File: config.mk
export PLATFORM = sky130hd
export DESIGN_NAME = eth_tx_arbiter
export DESIGN_NICKNAME = d
export VERILOG_FILES = /design/src/rtl/eth_arb_pkg.sv /design/src/rtl/eth_rr_pick.sv /design/src/rtl/eth_tx_arbiter.sv
export SDC_FILE = /design/constraint.sdc
export NUM_CORES = 1
export LEC_CHECK = 0
export ABC_CLOCK_PERIOD_IN_PS = 5700
export BUFFER_PORTS_ARGS = -buffer_cell sky130_fd_sc_hd__buf_2
export CORE_AREA = 2 2 60 62
export CTS_CLUSTER_SIZE = 12
export DETAILED_ROUTE_END_ITERATION = 10
export DIE_AREA = 0 0 62 64
export PLACE_DENSITY = 0.83
export SYNTH_ARGS = -nofsm -noshare
export SYNTH_HDL_FRONTEND = slang
export SYNTH_SLANG_ARGS = --single-unit
File: constraint.sdc
create_clock -name clk -period 5.7 [get_ports clk]
set_input_delay 0.285 -clock clk [delete_from_list [all_inputs] [get_ports clk]]
set_output_delay 0.285 -clock clk [all_outputs]
set_load 0.1 [all_outputs]
File: src/rtl/eth_arb_pkg.sv
// Shared types and constants for the GMII transmit arbiter.
// Imported by eth_rr_pick and eth_tx_arbiter.
package eth_arb_pkg;

   typedef enum logic [1:0] {
      ST_IDLE  = 2'd0,
      ST_GRANT = 2'd1,
      ST_IFG   = 2'd2
   } arb_state_t;

   localparam int ETH_ARB_DEFAULT_IFG = 12;
   localparam int MAX_PORTS           = 8;

   function automatic int wrap_idx(input int base, input int off, input int n);
      return (base + off) % n;
   endfunction

endpackage

File: src/rtl/eth_rr_pick.sv
// Combinational winner selection: optional strict priority for port 0,
// round-robin over the rest starting one past the last winner.
module eth_rr_pick
   import eth_arb_pkg::*;
#(
   parameter  int NUM_PORTS  = 4,
   parameter  int PRIO_PORT0 = 1,
   localparam int PTR_W      = $clog2(NUM_PORTS)
)(
   input  logic [NUM_PORTS-1:0] i_req,
   input  logic [PTR_W-1:0]     i_ptr,
   output logic [PTR_W-1:0]     o_idx,
   output logic                 o_valid
);

   logic [PTR_W-1:0] w_cand;

   // First requester at or after ptr+1; port 0 skipped when it has its own priority slot.
   always_comb begin
      o_idx   = '0;
      o_valid = 1'b0;
      w_cand  = '0;
      if ((PRIO_PORT0 != 0) && i_req[0]) begin
         o_idx   = '0;
         o_valid = 1'b1;
      end else begin
         for (int off = 1; off <= NUM_PORTS; off++) begin
            w_cand = PTR_W'(wrap_idx(int'(i_ptr), off, NUM_PORTS));
            if (!o_valid && i_req[w_cand] && !((PRIO_PORT0 != 0) && (w_cand == '0))) begin
               o_idx   = w_cand;
               o_valid = 1'b1;
            end
         end
      end
   end

endmodule

File: src/rtl/eth_tx_arbiter.sv
// N-port arbiter and registered byte mux for the shared GMII TX path.
// Define ETH_ARB_TIMEOUT_EN to add the grant watchdog and timeout_err pulse.
module eth_tx_arbiter
   import eth_arb_pkg::*;
#(
   parameter  int NUM_PORTS      = 4,
   parameter  int IFG_CYCLES     = ETH_ARB_DEFAULT_IFG,
   parameter  int PRIO_PORT0     = 1,
   parameter  int TIMEOUT_CYCLES = 4096,
   localparam int ID_W           = $clog2(NUM_PORTS)
)(
   input  logic                   clk,
   input  logic                   rst,
   input  logic [NUM_PORTS-1:0]   port_req,
   input  logic [NUM_PORTS-1:0]   port_done,
   output logic [NUM_PORTS-1:0]   port_sel,
   input  logic [NUM_PORTS-1:0]   port_tx_en,
   input  logic [8*NUM_PORTS-1:0] port_txd,
   output logic                   gmii_tx_en,
   output logic [7:0]             gmii_txd,
   output logic [ID_W-1:0]        grant_id,
   output logic                   busy,
   output logic                   timeout_err
);

   if (NUM_PORTS < 2 || NUM_PORTS > MAX_PORTS || IFG_CYCLES < 1 || IFG_CYCLES > 255 ||
       TIMEOUT_CYCLES < 2) begin : g_param_check
      $error("eth_tx_arbiter: parameter out of range");
   end

   arb_state_t             r_state;
   arb_state_t             w_state_nxt;
   logic [NUM_PORTS-1:0]   r_port_sel;
   logic [NUM_PORTS-1:0]   w_sel_nxt;
   logic [ID_W-1:0]        r_grant_id;
   logic [ID_W-1:0]        r_rr_ptr;
   logic [ID_W-1:0]        w_pick_idx;
   logic                   w_pick_valid;
   logic [7:0]             r_ifg_cnt;
   logic                   r_mux_valid;
   logic                   r_gmii_tx_en;
   logic [7:0]             r_gmii_txd;
   logic                   r_busy;
   logic                   r_timeout_err;
   logic                   w_owner_done;
   logic                   w_timeout;
   logic                   w_grant;
   logic                   w_release;

   eth_rr_pick #(
      .NUM_PORTS  (NUM_PORTS),
      .PRIO_PORT0 (PRIO_PORT0)
   ) u_pick (
      .i_req   (port_req),
      .i_ptr   (r_rr_ptr),
      .o_idx   (w_pick_idx),
      .o_valid (w_pick_valid)
   );

   assign w_owner_done = port_done[r_grant_id];

`ifdef ETH_ARB_TIMEOUT_EN
   localparam int TO_W = $clog2(TIMEOUT_CYCLES);
   logic [TO_W-1:0] r_to_cnt;

   // Grant watchdog: zero outside GRANT, so every new grant starts from 0.
   always_ff @(posedge clk or posedge rst) begin
      if (rst) begin
         r_to_cnt <= '0;
      end else if (r_state != ST_GRANT || w_timeout) begin
         r_to_cnt <= '0;
      end else begin
         r_to_cnt <= r_to_cnt + {{(TO_W-1){1'b0}}, 1'b1};
      end
   end

   // A done arriving in the limit cycle wins over the watchdog.
   assign w_timeout = (r_state == ST_GRANT) && !w_owner_done &&
                      (r_to_cnt == TO_W'(TIMEOUT_CYCLES - 1));
`else
   assign w_timeout = 1'b0;
`endif

   // State register.
   always_ff @(posedge clk or posedge rst) begin
      if (rst) begin
         r_state <= ST_IDLE;
      end else begin
         r_state <= w_state_nxt;
      end
   end

   // Next-state logic; arbitration only happens from IDLE.
   always_comb begin
      w_state_nxt = r_state;
      w_grant     = 1'b0;
      w_release   = 1'b0;
      case (r_state)
         ST_IDLE: begin
            if (w_pick_valid) begin
               w_state_nxt = ST_GRANT;
               w_grant     = 1'b1;
            end else begin
               w_state_nxt = ST_IDLE;
            end
         end
         ST_GRANT: begin
            if (w_owner_done || w_timeout) begin
               w_state_nxt = ST_IFG;
               w_release   = 1'b1;
            end else begin
               w_state_nxt = ST_GRANT;
            end
         end
         ST_IFG: begin
            if (r_ifg_cnt == 8'd0) begin
               w_state_nxt = ST_IDLE;
            end else begin
               w_state_nxt = ST_IFG;
            end
         end
         default: begin
            w_state_nxt = ST_IDLE;
         end
      endcase
   end

   // One-hot grant vector for the current winner.
   always_comb begin
      w_sel_nxt             = '0;
      w_sel_nxt[w_pick_idx] = 1'b1;
   end

   // Grant bookkeeping, gap counter and status flags.
   always_ff @(posedge clk or posedge rst) begin
      if (rst) begin
         r_port_sel    <= '0;
         r_grant_id    <= '0;
         r_rr_ptr      <= ID_W'(NUM_PORTS - 1);
         r_ifg_cnt     <= 8'd0;
         r_mux_valid   <= 1'b0;
         r_busy        <= 1'b0;
         r_timeout_err <= 1'b0;
      end else begin
         if (w_grant) begin
            r_port_sel <= w_sel_nxt;
            r_grant_id <= w_pick_idx;
            r_rr_ptr   <= w_pick_idx;
         end else if (w_release) begin
            r_port_sel <= '0;
         end
         if (w_release) begin
            r_ifg_cnt <= 8'(IFG_CYCLES - 1);
         end else if (r_state == ST_IFG && r_ifg_cnt != 8'd0) begin
            r_ifg_cnt <= r_ifg_cnt - 8'd1;
         end
         // Mux stays open through IFG so the owner's tail still reaches the PHY.
         r_mux_valid   <= (w_state_nxt != ST_IDLE);
         r_busy        <= (w_state_nxt != ST_IDLE);
         r_timeout_err <= w_timeout;
      end
   end

   // Registered GMII byte mux.
   always_ff @(posedge clk or posedge rst) begin
      if (rst) begin
         r_gmii_tx_en <= 1'b0;
         r_gmii_txd   <= 8'd0;
      end else if (r_mux_valid) begin
         r_gmii_tx_en <= port_tx_en[r_grant_id];
         r_gmii_txd   <= port_txd[{r_grant_id, 3'b000} +: 8];
      end else begin
         r_gmii_tx_en <= 1'b0;
         r_gmii_txd   <= 8'd0;
      end
   end

   assign port_sel    = r_port_sel;
   assign grant_id    = r_grant_id;
   assign gmii_tx_en  = r_gmii_tx_en;
   assign gmii_txd    = r_gmii_txd;
   assign busy        = r_busy;
   assign timeout_err = r_timeout_err;

endmodule

==> run summary <==
Global routing finished with a remaining overflow of 0. The longest clock path from root to sink contains 2 buffers. The first global-routing pass estimated 6.28 mm of wire.

The proportion of register bits with asynchronous set or reset after synthesis is 100%. In this run, post-CTS hold repair placed 0 buffers. The number of nets still failing antenna checks after routing was 0; the setup slack of the most critical reg-to-reg path was 2.83 ns.

Synthesis inferred 28 register bits. The layout has 287 filler cells. In this run the tool buffered the top-level ports with 61 buffer cells.

For the design area, the log shows 2080 µm². Once routing completed, OpenROAD measured the worst setup slack at 2.83 ns. The launching point of the worst reg2reg path is r_rr_ptr[0]. Counting I/O delays and the setup requirement, the final critical path takes 2.87 ns. In this run, CTS created clock tree buffers numbering 3. The logs give 53 for the DRC violation total after the first TritonRoute iteration and 52.2% for the initial core utilization.

The placed instances occupy a cell area of 2040 µm². The chip height works out to 64 µm. The tools report the yosys synthesis warning count as 0. The core area was 3280 µm²; the clock slew seen by the registers of the worst setup and hold paths was 0.15 ns. TritonCTS built the clock tree. Across the VDD grid, the largest voltage drop is 0.000440 V. The routed layout has 1379 vias. Cells fill 63.2% of the core in the end. Traced cell by cell, the critical path runs through inv_1, ha_1, or2_2, o2bb2ai_1, nor2_1, a311o_1, nor2_1, a32o_1.

Most common cell after layout, fill and taps aside: buf_2. The worst-path maximum fanout is 13, and the first-pass iteration count of the detailed router is 4. The number of gates resized after CTS was 0.

The run gives 703 µm² as the flip-flop and latch area. The data required time at the worst endpoint is 5.97 ns, and the average instance area after synthesis is 12.0 µm². After detailed routing, the number of remaining DRC violations is 0. The worst path buffer plus inverter count was 1; the highest clock rate was 0.348 GHz. The floorplan step defined a die boundary enclosing 3970 µm². The logs give 0 for the buffers inserted during post-CTS setup optimization and 29 for the pin count of the biggest net entering global routing. After detailed placement, the design holds a cell count of 245. The tools report the final-report setup violation count as 0. The tool flagged a number of max-cap violations equal to 0. The leakage power of the design came out at 0.999 nW. The per-cell routed wire length is 15.7 µm, and the synthesized instance count is 143. The mapped cell area came out at 1710 µm².

Counting every net in the synthesized netlist gives 194. In this run, synthesis inferred 0 flip-flops with an integrated enable. The register area share after synthesis was 41.1%.

Counting buffers and inverters, the worst setup path is 8 cells deep. 0 antenna diodes ended up in the layout. In the final design database the tool counted 255 nets. For the final routed database, the setup TNS stands at 0 ns. On the final layout, the worst clock skew is 0.0111 ns.

The number of H-tree levels was 1; the via count of the first global-routing pass was 1356. The min-delay analysis places its worst path in the category input pin to asynchronous set/reset pin. For this design, the slowest cell found on the critical path is dfstp_2. The worst setup path is launched from a register. Setup repair after global routing left no endpoint under its margin.

The endpoint identified for the worst register-to-register timing path is port_sel[1]. The synthesis-to-layout area growth was 21.3%; the total routing usage reported by global routing was 21.2%. The pin slew with the least headroom to its limit was 1.01 ns; the number of distinct standard cells referenced by the synthesized netlist was 47. Routability-driven placement finished with a final weighted congestion of 0.822. After legalization and detailed placement, the total HPWL measured 3.19 mm. The total clock sinks was 28.

STA classifies the critical path endpoint as a register. Max-slew violation count: 0. Grouping stages by cell kind, the critical path spends the most delay in compound AO/OA/AOI/OAI gates. For the area of the multi-input gates, the log shows 945 µm². Leaving out filler cells and counting taps, the final layout contains 249. The logs give 0 for the final-report hold violation count and 32.9% for the relative max-transition margin.

At the worst endpoint, the arrival time is 3.15 ns. The floorplan row count came out at 21. For this run, the leading register cell type out of synthesis is dfrtp_1. Summed over all layers, the routed wires come to 3.92 mm.

Using the TritonRoute via totals, the vias-per-cell ratio works out to 5.54. For this run, the slowest stage of the critical path takes 0.69 ns. The number of antenna violations at the first check in global routing was 0; the worst setup slack after placement was 2.88 ns.

In this run the power density over the cells is 620 nW/µm². Pin placement for this block handled 63 I/O pins. Fraction of layout cells with a size suffix above 1: 44.8%.

The flow ran to the end, and the final reports show no timing, DRC or antenna violations. The source of the critical timing path was r_rr_ptr[0]. The clock latency reported for the late side of the worst-skew pair was 0.33 ns. The floorplan step set the die width to 62 µm.

The worst setup path is of the register to register kind. In the layout the commonest cells are buf_2, dfrtp_1, nor2_1. Counting cells, the worst reg-to-reg path comes to 8.

The cell at the root of the clock tree is clkbuf_4. The most prevalent standard cell on the critical path was nor2_1. The final critical-path share of the clock period is 50.4%.
==> through the flow <==
step                hold slack, ns  total power, mW
floorplan                    0.349             1.06
global placement             0.503             1.17
detailed placement           0.508             1.20
CTS                          0.194             1.29
global route                 0.252             1.36
finish                       0.159             1.29
==> power breakdown <==
part	internal [mW]	switching, mW	total [mW]	leakage [nW]
clock	0.0392	0.0563	0.0955	0.0210
combinational	0.247	0.589	0.836	0.629
sequential	0.277	0.0790	0.356	0.349
==> cell usage after synthesis, types with 2 or more instances <==
cell type  instances  area, µm²
dfrtp_1           26        651
nor2_1            12       45.0
mux4_2            11        248
and2_1             9       56.3
inv_1              8       30.0
nand2_1            6       22.5
ha_1               5       62.6
a21o_2             4       35.0
a32o_1             4       40.0
xnor2_1            4       35.0
mux2i_1            3       30.0
nor3_1             3       15.0
or3_1              3       18.8
xor2_1             3       26.3
a22oi_1            2       15.0
a2bb2oi_1          2       17.5
buf_4              2       15.0
dfstp_2            2       52.6
nand2b_1           2       12.5
nor2b_1            2       12.5
o211ai_1           2       15.0
o21ai_0            2       10.0
or2_2              2       12.5
==> sequential cells by signal, indices dropped and copies added (netlist names) <==
register and flops:
gmii_txd 8, r_ifg_cnt 8, port_sel 4, grant_id 2, r_rr_ptr 2, r_state 2
busy 1, gmii_tx_en 1
==> layer usage <==
layer | global-route usage, % | share of wire (%) | vias up
met1 | 28.8 | 43 | 684
met5 | 0 | 0 | -
met2 | 34.4 | 52 | 43
met4 | 4.79 | 1.3 | 0
li1 | - | - | 646
met3 | 4.45 | 4.1 | 6
==> area by class of cell <==
cell class / count / share of cell area, %
Tap cell: 46 / 2.77
Multi-Input combinational cell: 102 / 45.5
Inverter: 8 / 1.45
Timing Repair Buffer: 61 / 14.7
Clock buffer: 4 / 1.75
Sequential cell: 28 / 33.9
==> how the worst max path moves through the flow <==
stage                        to  slack [ns]
detailed placement  port_sel[1]        2.88
floorplan           port_sel[1]        3.15
CTS                 port_sel[1]        2.86
finish              port_sel[1]        2.83
global route        port_sel[1]        2.68
global placement    port_sel[3]        2.94
==> cell families after synthesis <==
| logic type | count (synthesis) | share of synthesized area, % |
|---|---|---|
| other | 1 | 0.219 |
| and+or+nand+nor | 47 | 15.4 |
| adders and majority gates | 5 | 3.65 |
| DFF | 28 | 41.1 |
| AOI/OAI and AO/OA | 26 | 13.9 |
| muxes | 16 | 18.4 |
| buffers and inverters | 13 | 3.80 |
| xor gates and xnor gates | 7 | 3.58 |
Power figures use the tool's default switching activity.
